==> src/rtl/regfile_mp_if.sv <==
// regfile_mp_if: bus bundle for the multi-port register file.
//   master : decode/write-back side; drives indices, write data, reserve.
//   slave  : the register file; returns read data, busy flags, any_busy.
// All signals are level-sampled every cycle; there is no valid/ready
// handshake because the register file accepts every port every cycle.
interface regfile_mp_if #(
   parameter int DATA_W   = 32,
   parameter int ADDR_W   = 5,
   parameter int RD_PORTS = 2,
   parameter int WR_PORTS = 1
) ();
   logic [RD_PORTS*ADDR_W-1:0] rd_reg;
   logic [RD_PORTS*DATA_W-1:0] rd_data;
   logic [RD_PORTS-1:0]        rd_busy;
   logic [WR_PORTS-1:0]        wr_en;
   logic [WR_PORTS*ADDR_W-1:0] wr_reg;
   logic [WR_PORTS*DATA_W-1:0] wr_data;
   logic                       rsv_en;
   logic [ADDR_W-1:0]          rsv_reg;
   logic                       any_busy;

   modport master (
      output rd_reg, wr_en, wr_reg, wr_data, rsv_en, rsv_reg,
      input  rd_data, rd_busy, any_busy
   );

   modport slave (
      input  rd_reg, wr_en, wr_reg, wr_data, rsv_en, rsv_reg,
      output rd_data, rd_busy, any_busy
   );
endinterface

==> src/rtl/regfile_mp.sv <==
// regfile_mp: parametrised multi-port register file with a per-register
// busy scoreboard, optional hardwired zero register and optional
// same-cycle write-to-read bypass.
// Ports:
//   clk  - single clock, all state updates on posedge
//   rst  - synchronous active-high reset; clears data and busy bits
//   bus  - regfile_mp_if.slave: read indices/data/busy, write ports,
//          reserve request and any_busy summary
module regfile_mp #(
   parameter int DATA_W   = 32,
   parameter int ADDR_W   = 5,
   parameter int RD_PORTS = 2,
   parameter int WR_PORTS = 1,
   parameter bit ZERO_REG = 1'b1,
   parameter bit BYPASS   = 1'b1
) (
   input logic          clk,
   input logic          rst,
   regfile_mp_if.slave  bus
);
   localparam int DEPTH = 1 << ADDR_W;

   logic [DATA_W-1:0] mem_q [DEPTH];
   logic [DATA_W-1:0] mem_d [DEPTH];
   logic [DEPTH-1:0]  busy_q;
   logic [DEPTH-1:0]  busy_d;

   // Read-path scratch, one slot per read port.
   logic [ADDR_W-1:0] rd_idx  [RD_PORTS];
   logic [DATA_W-1:0] rd_val  [RD_PORTS];
   logic              rd_bsy  [RD_PORTS];

   // Next-state: writes in ascending port order so the highest port wins
   // on a shared index; the reserve is applied last so a new producer
   // supersedes the write that releases the old one.
   always_comb begin
      mem_d  = mem_q;
      busy_d = busy_q;
      for (int w = 0; w < WR_PORTS; w++) begin
         if (bus.wr_en[w]) begin
            mem_d[bus.wr_reg[w*ADDR_W +: ADDR_W]]  = bus.wr_data[w*DATA_W +: DATA_W];
            busy_d[bus.wr_reg[w*ADDR_W +: ADDR_W]] = 1'b0;
         end
      end
      if (bus.rsv_en) begin
         busy_d[bus.rsv_reg] = 1'b1;
      end
      // Register 0 drops both writes and reservations.
      if (ZERO_REG) begin
         mem_d[0]  = '0;
         busy_d[0] = 1'b0;
      end
   end

   always_ff @(posedge clk) begin
      if (rst) begin
         for (int i = 0; i < DEPTH; i++) begin
            mem_q[i] <= '0;
         end
         busy_q <= '0;
      end else begin
         mem_q  <= mem_d;
         busy_q <= busy_d;
      end
   end

   // Combinational read. Bypass scans write ports in ascending order so the
   // highest matching port supplies the data; a bypassed read is busy only
   // if the same index is being reserved this cycle.
   always_comb begin
      bus.rd_data = '0;
      bus.rd_busy = '0;
      for (int p = 0; p < RD_PORTS; p++) begin
         rd_idx[p] = bus.rd_reg[p*ADDR_W +: ADDR_W];
         rd_val[p] = mem_q[rd_idx[p]];
         rd_bsy[p] = busy_q[rd_idx[p]];
         if (BYPASS) begin
            for (int w = 0; w < WR_PORTS; w++) begin
               if (bus.wr_en[w] && (bus.wr_reg[w*ADDR_W +: ADDR_W] == rd_idx[p])) begin
                  rd_val[p] = bus.wr_data[w*DATA_W +: DATA_W];
                  rd_bsy[p] = bus.rsv_en && (bus.rsv_reg == rd_idx[p]);
               end
            end
         end
         if (ZERO_REG && (rd_idx[p] == '0)) begin
            rd_val[p] = '0;
            rd_bsy[p] = 1'b0;
         end
         bus.rd_data[p*DATA_W +: DATA_W] = rd_val[p];
         bus.rd_busy[p]                  = rd_bsy[p];
      end
   end

   // Registered view only; deliberately not bypassed.
   assign bus.any_busy = |busy_q;
endmodule

==> src/flat_wrapper.sv <==
// flat-port wrapper written by rule: the top's interface ports become plain ports
module regfile_mp_flat 
#(
   parameter int DATA_W   = 32,
   parameter int ADDR_W   = 5,
   parameter int RD_PORTS = 2,
   parameter int WR_PORTS = 1,
   parameter bit ZERO_REG = 1'b1,
   parameter bit BYPASS   = 1'b1
)
  (clk, rst, bus_rd_reg, bus_wr_en, bus_wr_reg, bus_wr_data, bus_rsv_en, bus_rsv_reg, bus_rd_data, bus_rd_busy, bus_any_busy);
  regfile_mp_if #(.DATA_W(DATA_W), .ADDR_W(ADDR_W), .RD_PORTS(RD_PORTS), .WR_PORTS(WR_PORTS)) bus_i ();
  input logic clk;
  input logic rst;
  input wire logic [$bits(bus_i.rd_reg)-1:0] bus_rd_reg;
  input wire logic [$bits(bus_i.wr_en)-1:0] bus_wr_en;
  input wire logic [$bits(bus_i.wr_reg)-1:0] bus_wr_reg;
  input wire logic [$bits(bus_i.wr_data)-1:0] bus_wr_data;
  input wire logic [$bits(bus_i.rsv_en)-1:0] bus_rsv_en;
  input wire logic [$bits(bus_i.rsv_reg)-1:0] bus_rsv_reg;
  output wire logic [$bits(bus_i.rd_data)-1:0] bus_rd_data;
  output wire logic [$bits(bus_i.rd_busy)-1:0] bus_rd_busy;
  output wire logic [$bits(bus_i.any_busy)-1:0] bus_any_busy;
  assign bus_i.rd_reg = bus_rd_reg;
  assign bus_i.wr_en = bus_wr_en;
  assign bus_i.wr_reg = bus_wr_reg;
  assign bus_i.wr_data = bus_wr_data;
  assign bus_i.rsv_en = bus_rsv_en;
  assign bus_i.rsv_reg = bus_rsv_reg;
  assign bus_rd_data = bus_i.rd_data;
  assign bus_rd_busy = bus_i.rd_busy;
  assign bus_any_busy = bus_i.any_busy;
  regfile_mp #(.DATA_W(DATA_W), .ADDR_W(ADDR_W), .RD_PORTS(RD_PORTS), .WR_PORTS(WR_PORTS), .ZERO_REG(ZERO_REG), .BYPASS(BYPASS)) u_core (.clk(clk), .rst(rst), .bus(bus_i));
endmodule
==> config.mk <==
export PLATFORM = sky130hd
export DESIGN_NAME = regfile_mp_flat
export DESIGN_NICKNAME = d
export VERILOG_FILES = /design/src/rtl/regfile_mp_if.sv /design/src/rtl/regfile_mp.sv /design/src/flat_wrapper.sv
export SDC_FILE = /design/constraint.sdc
export NUM_CORES = 2
export LEC_CHECK = 0
export BUFFER_PORTS_ARGS = -buffer_cell sky130_fd_sc_hd__buf_2
export CAP_MARGIN = 40
export CORE_ASPECT_RATIO = 0.9
export CORE_UTILIZATION = 46
export CTS_CLUSTER_SIZE = 16
export DETAILED_ROUTE_END_ITERATION = 7
export HOLD_SLACK_MARGIN = 0.15
export SLEW_MARGIN = 10
export SYNTH_ARGS = -nofsm -noshare
export SYNTH_HDL_FRONTEND = slang
export SYNTH_SLANG_ARGS = --single-unit
==> constraint.sdc <==
create_clock -name clk -period 2.9 [get_ports clk]
set_input_delay 0.58 -clock clk [delete_from_list [all_inputs] [get_ports clk]]
set_output_delay 0.58 -clock clk [all_outputs]
set_load 0.02 [all_outputs]
Yosys cells after proc, flatten, opt, wreduce, memory -nomap -nowiden
Index checks and enable logic that the tools add are counted.
{"block": "op_classes", "n_addsub": 0, "multipliers": 0, "n_div": 0, "order_cmp": 10, "eq_ne": 4, "shifts": 0, "mux": 27, "bitwise_logic": 6, "reduce_logical": 10}
{"operator": "$bwmux 1024", "count": 1}
{"operator": "$mux 32", "count": 11}
{"operator": "$bmux 32 s5", "count": 2}
{"operator": "$demux 32 s5", "count": 1}
{"operator": "$and 32x32->32", "count": 1}
{"operator": "$not 32->32", "count": 1}
{"operator": "$or 32x32->32", "count": 1}
{"operator": "$reduce_or 32->1", "count": 1}
{"operator": "$lt 5x6->1 const B", "count": 4}
{"operator": "$eq 5x5->1", "count": 4}
{"operator": "$ge 6x6->1 const B", "count": 3}
{"operator": "$not 5->6", "count": 3}
{"operator": "$bmux 1 s5", "count": 2}
{"operator": "$demux 1 s5", "count": 2}
{"operator": "$ge 5x1->1 const B", "count": 2}
{"operator": "$logic_not 5->1", "count": 2}
{"operator": "$mux 1", "count": 8}
{"operator": "$logic_and 1x1->1", "count": 7}
{"operator": "$lt 6x1->1 const B", "count": 1}
{"block": "totals", "ff_bits": 1024, "latch_bits": 0, "ram_bits": 0, "mem_bits_ro": 0, "in_bits": 56, "word_cells": 90, "mem_count": 0}

Longest topological paths before layout
{"block": "logic_depth", "ltp_word": 9, "mapped_depth": 11}

Worst setup path after synthesis
No wires, ideal clock.
{"block": "synth_timing", "kind": "input-to-output", "start": "in bus_rd_reg[0]", "end": "out bus_rd_data[29]", "t_arrival_ps": 2293, "required_time_ps": 2320, "path_slack_ps": 27, "path_stages": 10, "path_buffers": 6, "cell_sequence": "buf_4 -> buf_6 -> buf_12 -> buf_8 -> buf_6 -> buf_2 -> mux2i_1 -> o211ai_1 -> o41ai_1 -> o21ai_0"}
{"block": "synth_between", "elab_chain_cells": 6}
{"element": "from (decl)", "line": "flat_wrapper.sv:15", "rtl": "input wire logic [$bits(bus_i.rd_reg)-1:0] bus_rd_reg;"}
{"element": "$not 5->6 (implied by the code)", "line": "regfile_mp.sv:75", "rtl": "rd_val[p] = mem_q[rd_idx[p]];"}
{"element": "$bmux 32 s5", "line": "regfile_mp.sv:75"}
{"element": "$mux 32 (implied by the code) (2 in series)", "line": "regfile_mp.sv:75"}
{"element": "$mux 32", "line": "regfile_mp.sv:79", "rtl": "if (bus.wr_en[w] && (bus.wr_reg[w*ADDR_W +: ADDR_W] == rd_idx[p])) begin"}
{"element": "$mux 32 (*)", "line": "regfile_mp.sv:85", "rtl": "if (ZERO_REG && (rd_idx[p] == '0)) begin"}
{"element": "to (decl)", "line": "flat_wrapper.sv:21", "rtl": "output wire logic [$bits(bus_i.rd_data)-1:0] bus_rd_data;"}
Mark *: on every way between the ends. The rest lies on a longest branch, timed or not. The select of a mux whose other input is x is not followed.

Final worst setup path
{"block": "layout_timing", "start": "in bus_rd_reg[6]", "end": "out bus_rd_data[41]"}
Same word-level chain as after synthesis.

==> results.ini <==
[synth]
synthTopCellsByCount=nand2_1, dfxtp_1, a21oi_1
synth-compound-area-share_pct=14.6
yosys.area.top_type_share_pct=38.3
synth_area_per_cell_sq_um=8.59
synth-simple-area-share_pct=17.8
synth-xor-area-share_pct=0.327
syn-num-nets=6285
synth_edf_count=0
synth_top_family_by_area=multiplexers
synth_seq_area_share_pct=38.3
async_flop_share_pct=0
synth.most_common_cell=nand2_1
ys.flop_type=dfxtp_1
synth_top_cell_by_area=dfxtp_1
netlist_area_sq_um=53500
yosys.area_share.adder_pct=0
yosysWarnings=0
synth-seq-cells=1023
synthMuxAreaShare_pct=23.2
yosysUniqueCellTypes=60
synthCells=6229
ys_top_cells_by_area=dfxtp_1, mux4_2, nand2_1, a21oi_1, mux2i_1

[clock_tree]
cts_tree=done
cts_inserted_buffers=111
cts_sinks=1023
cts.clk_slew.worst_paths_ns=0.06
ctsLongestPathBuffers=3
cts.hold.buffers_added=0
cts-root-buf=clkbuf_16
ctsHtreeMaxLevel=3
clk_latency_ns=0.75

[floorplanning]
row_count=118
start_util_pct=46.5
die_height_microns=326
boundaryPins=123
dieWidth_microns=362
die-area_sq_um=118000
core_sq_um=115000

[flow_run]
cap_viol_max_count=0

[setup_path]
worst_setup_path_start_kind=primary input
crit_start=bus_rd_reg[6]
r2r_slack_ns=2.12
r2r-end=u_core.mem_q[859]$_SDFFE_PP0P_
worst-path-max-fanout=9
r2r_cells=2
r2r_start=u_core.mem_q[859]$_SDFFE_PP0P_
setup.worst_path.end=bus_rd_data[41]
crit_type=primary input to output port
cp.required_ns=2.32
cp.arrival_ns=2.75
crit_path_end_kind=output port

[timing]
tightest_slew_ns=0.851
setup_slack_ns=-0.430
fin_crit_ns=3.33
final.setup.tns_ns=-18.60
setup_viol=67
fmax_ghz=0.300
clock_skew_ns=0
rsz0062_at_grt=yes
hold_viol=0
final_max_slew_viol_count=0
layout_worst_path_cycle_share_pct=115
maxSlewHeadroom_pct=43.0

[power]
p_leak_uw=0.0245
p_per_area_nw_per_um2=481
design_power_total_uw=34100
vdd_drop_max_v=0.000462

[place]
placed_area_sq_um=59600
numPortBuffers=122
hpwl_mm=150
gp_congestion=0.997
dp_cells=7818

[outcome]
violations=negative setup slack
status=complete, but fails checks

[cells_and_area]
seqCellArea_sq_um=20600
multi_input_area_sq_um=33700
nets=6670
synthToLayoutAreaGrowth_pct=32.3
stdcell_area_sq_um=70800
final_cells=8211
utilization_pct=61.5
nFillCells=9343
drive_gt1_share_pct=33.0

[grt]
antenna_found_initial=14
grt_pass1_vias=50789
grt_pass1_wl_mm=351
grt.total_usage_pct=40.7
grt-ovfl-total=0
grt_max_degree=118

[drt]
drcViolationCount=0
drt_wl_total_mm=249
viasPerCell=6.59
dr.pass1.iters=6
dr.first_iter.drc_count=8780
ant_nets=0
num_vias=54094
wl_per_cell_microns=30.3

[hold_path]
holdCritPathClass=primary input to flip-flop

-- layout make-up --
type | instances | share of cell area, %
multi-input cells | 4544 | 47.5
flip-flops and latches | 1023 | 29.1
repair buffers | 929 | 15.4
clock buffers | 175 | 4.81
well taps | 1500 | 2.65
clock inverters | 30 | 0.443
inverters | 5 | 0.0265
diodes | 5 | 0.0177
-- layout by cell type (no fill, tap or decap), types with 23 or more instances in the layout --
| master | synthesis | routed |
|---|---|---|
| nor2_1 | 179 | 115 |
| buf_12 | 1 | 171 |
| mux2i_2 | 0 | 24 |
| buf_2 | 118 | 43 |
| clkbuf_8 | 0 | 38 |
| mux2i_4 | 0 | 31 |
| mux2_2 | 94 | 86 |
| buf_4 | 39 | 467 |
| nand2_1 | 2098 | 2058 |
| clkbuf_16 | 0 | 121 |
| nor2_4 | 0 | 50 |
| dfxtp_1 | 1023 | 891 |
| dfxtp_2 | 0 | 131 |
| a21oi_1 | 1022 | 1002 |
| buf_16 | 0 | 36 |
| o21ai_2 | 0 | 37 |
| clkbuf_1 | 441 | 26 |
| a22oi_1 | 63 | 50 |
| mux2i_1 | 193 | 138 |
| nor3_4 | 0 | 23 |
| nand2_2 | 0 | 40 |
| buf_8 | 1 | 32 |
| a2111oi_4 | 0 | 47 |
| mux4_2 | 418 | 419 |
| buf_6 | 42 | 163 |
-- worst max-delay path, stage by stage --
cell and delay (ns):
buf_12 0.12, buf_12 0.14, buf_12 0.13, buf_12 0.14
nor2b_4 0.22, buf_12 0.19, a22oi_1 0.09, nand2_1 0.14
nand3b_1 0.19, a32oi_2 0.40, o21ai_4 0.20, buf_6 0.18
-- power breakdown --
group | switching [uW] | total [uW] | internal, uW
logic | 3010 | 5080 | 2070
clock network | 6360 | 14800 | 8400
registers | 86.1 | 14200 | 14200
-- per-layer routing --
layer / track usage (%) / up-vias / wire length (microns)
met1: 53.2 / 26332 / 91100
met4: 22.3 / 17 / 15900
li1: - / 22593 / -
met3: 16.0 / 964 / 39500
met5: 1.36 / - / 437
met2: 57.0 / 4188 / 102000
-- flip-flops by register name (all words and copies together), names as in the netlist --
| register | flops |
|---|---|
| u_core.busy_q | 31 |
| u_core.mem_q | 992 |
-- repair_timing --
item | 4_1_cts | 5_1_grt
pin swaps | 139 | 167
setup buffers | 135 | 101
hold endpoints to repair | 0 | 0
setup endpoints to repair | 67 | 67
gates resized for setup | 849 | 450
gates cloned | 32 | 9
-- how the worst min path moves through the flow --
stage,from,end,slack (ns),cells after the start
2_1_floorplan,u_core.mem_q[78]$_SDFFE_PP0P_,u_core.mem_q[78]$_SDFFE_PP0P_,0.44,2
3_3_place_gp,u_core.mem_q[545]$_SDFFE_PP0P_,u_core.mem_q[545]$_SDFFE_PP0P_,0.45,2
3_5_place_dp,u_core.mem_q[570]$_SDFFE_PP0P_,u_core.mem_q[570]$_SDFFE_PP0P_,0.46,2
5_1_grt,rst,u_core.mem_q[375]$_SDFFE_PP0P_,0.22,2
6_report,rst,u_core.mem_q[262]$_SDFFE_PP0P_,0.22,2
4_1_cts,rst,u_core.mem_q[975]$_SDFFE_PP0P_,0.20,2
-- kinds of logic (layout without fill, tap and decap cells) --
logic type | count (synthesis) | in the layout
xor+xnor | 20 | 20
compound gates | 1377 | 1377
buf+inv | 662 | 1139
flops | 1023 | 1023
mux | 706 | 706
simple gates | 2441 | 2441
other cells | 0 | 5
-- per-stage QoR --
stage / hold slack (ns) / worst slack (ns)
2_1_floorplan: 0.441 / 0.0265
3_3_place_gp: 0.448 / -1.28
3_5_place_dp: 0.457 / -1.14
4_1_cts: 0.196 / -0.407
5_1_grt: 0.222 / -0.436
6_report: 0.216 / -0.430
(Power assumes the default switching activity.)
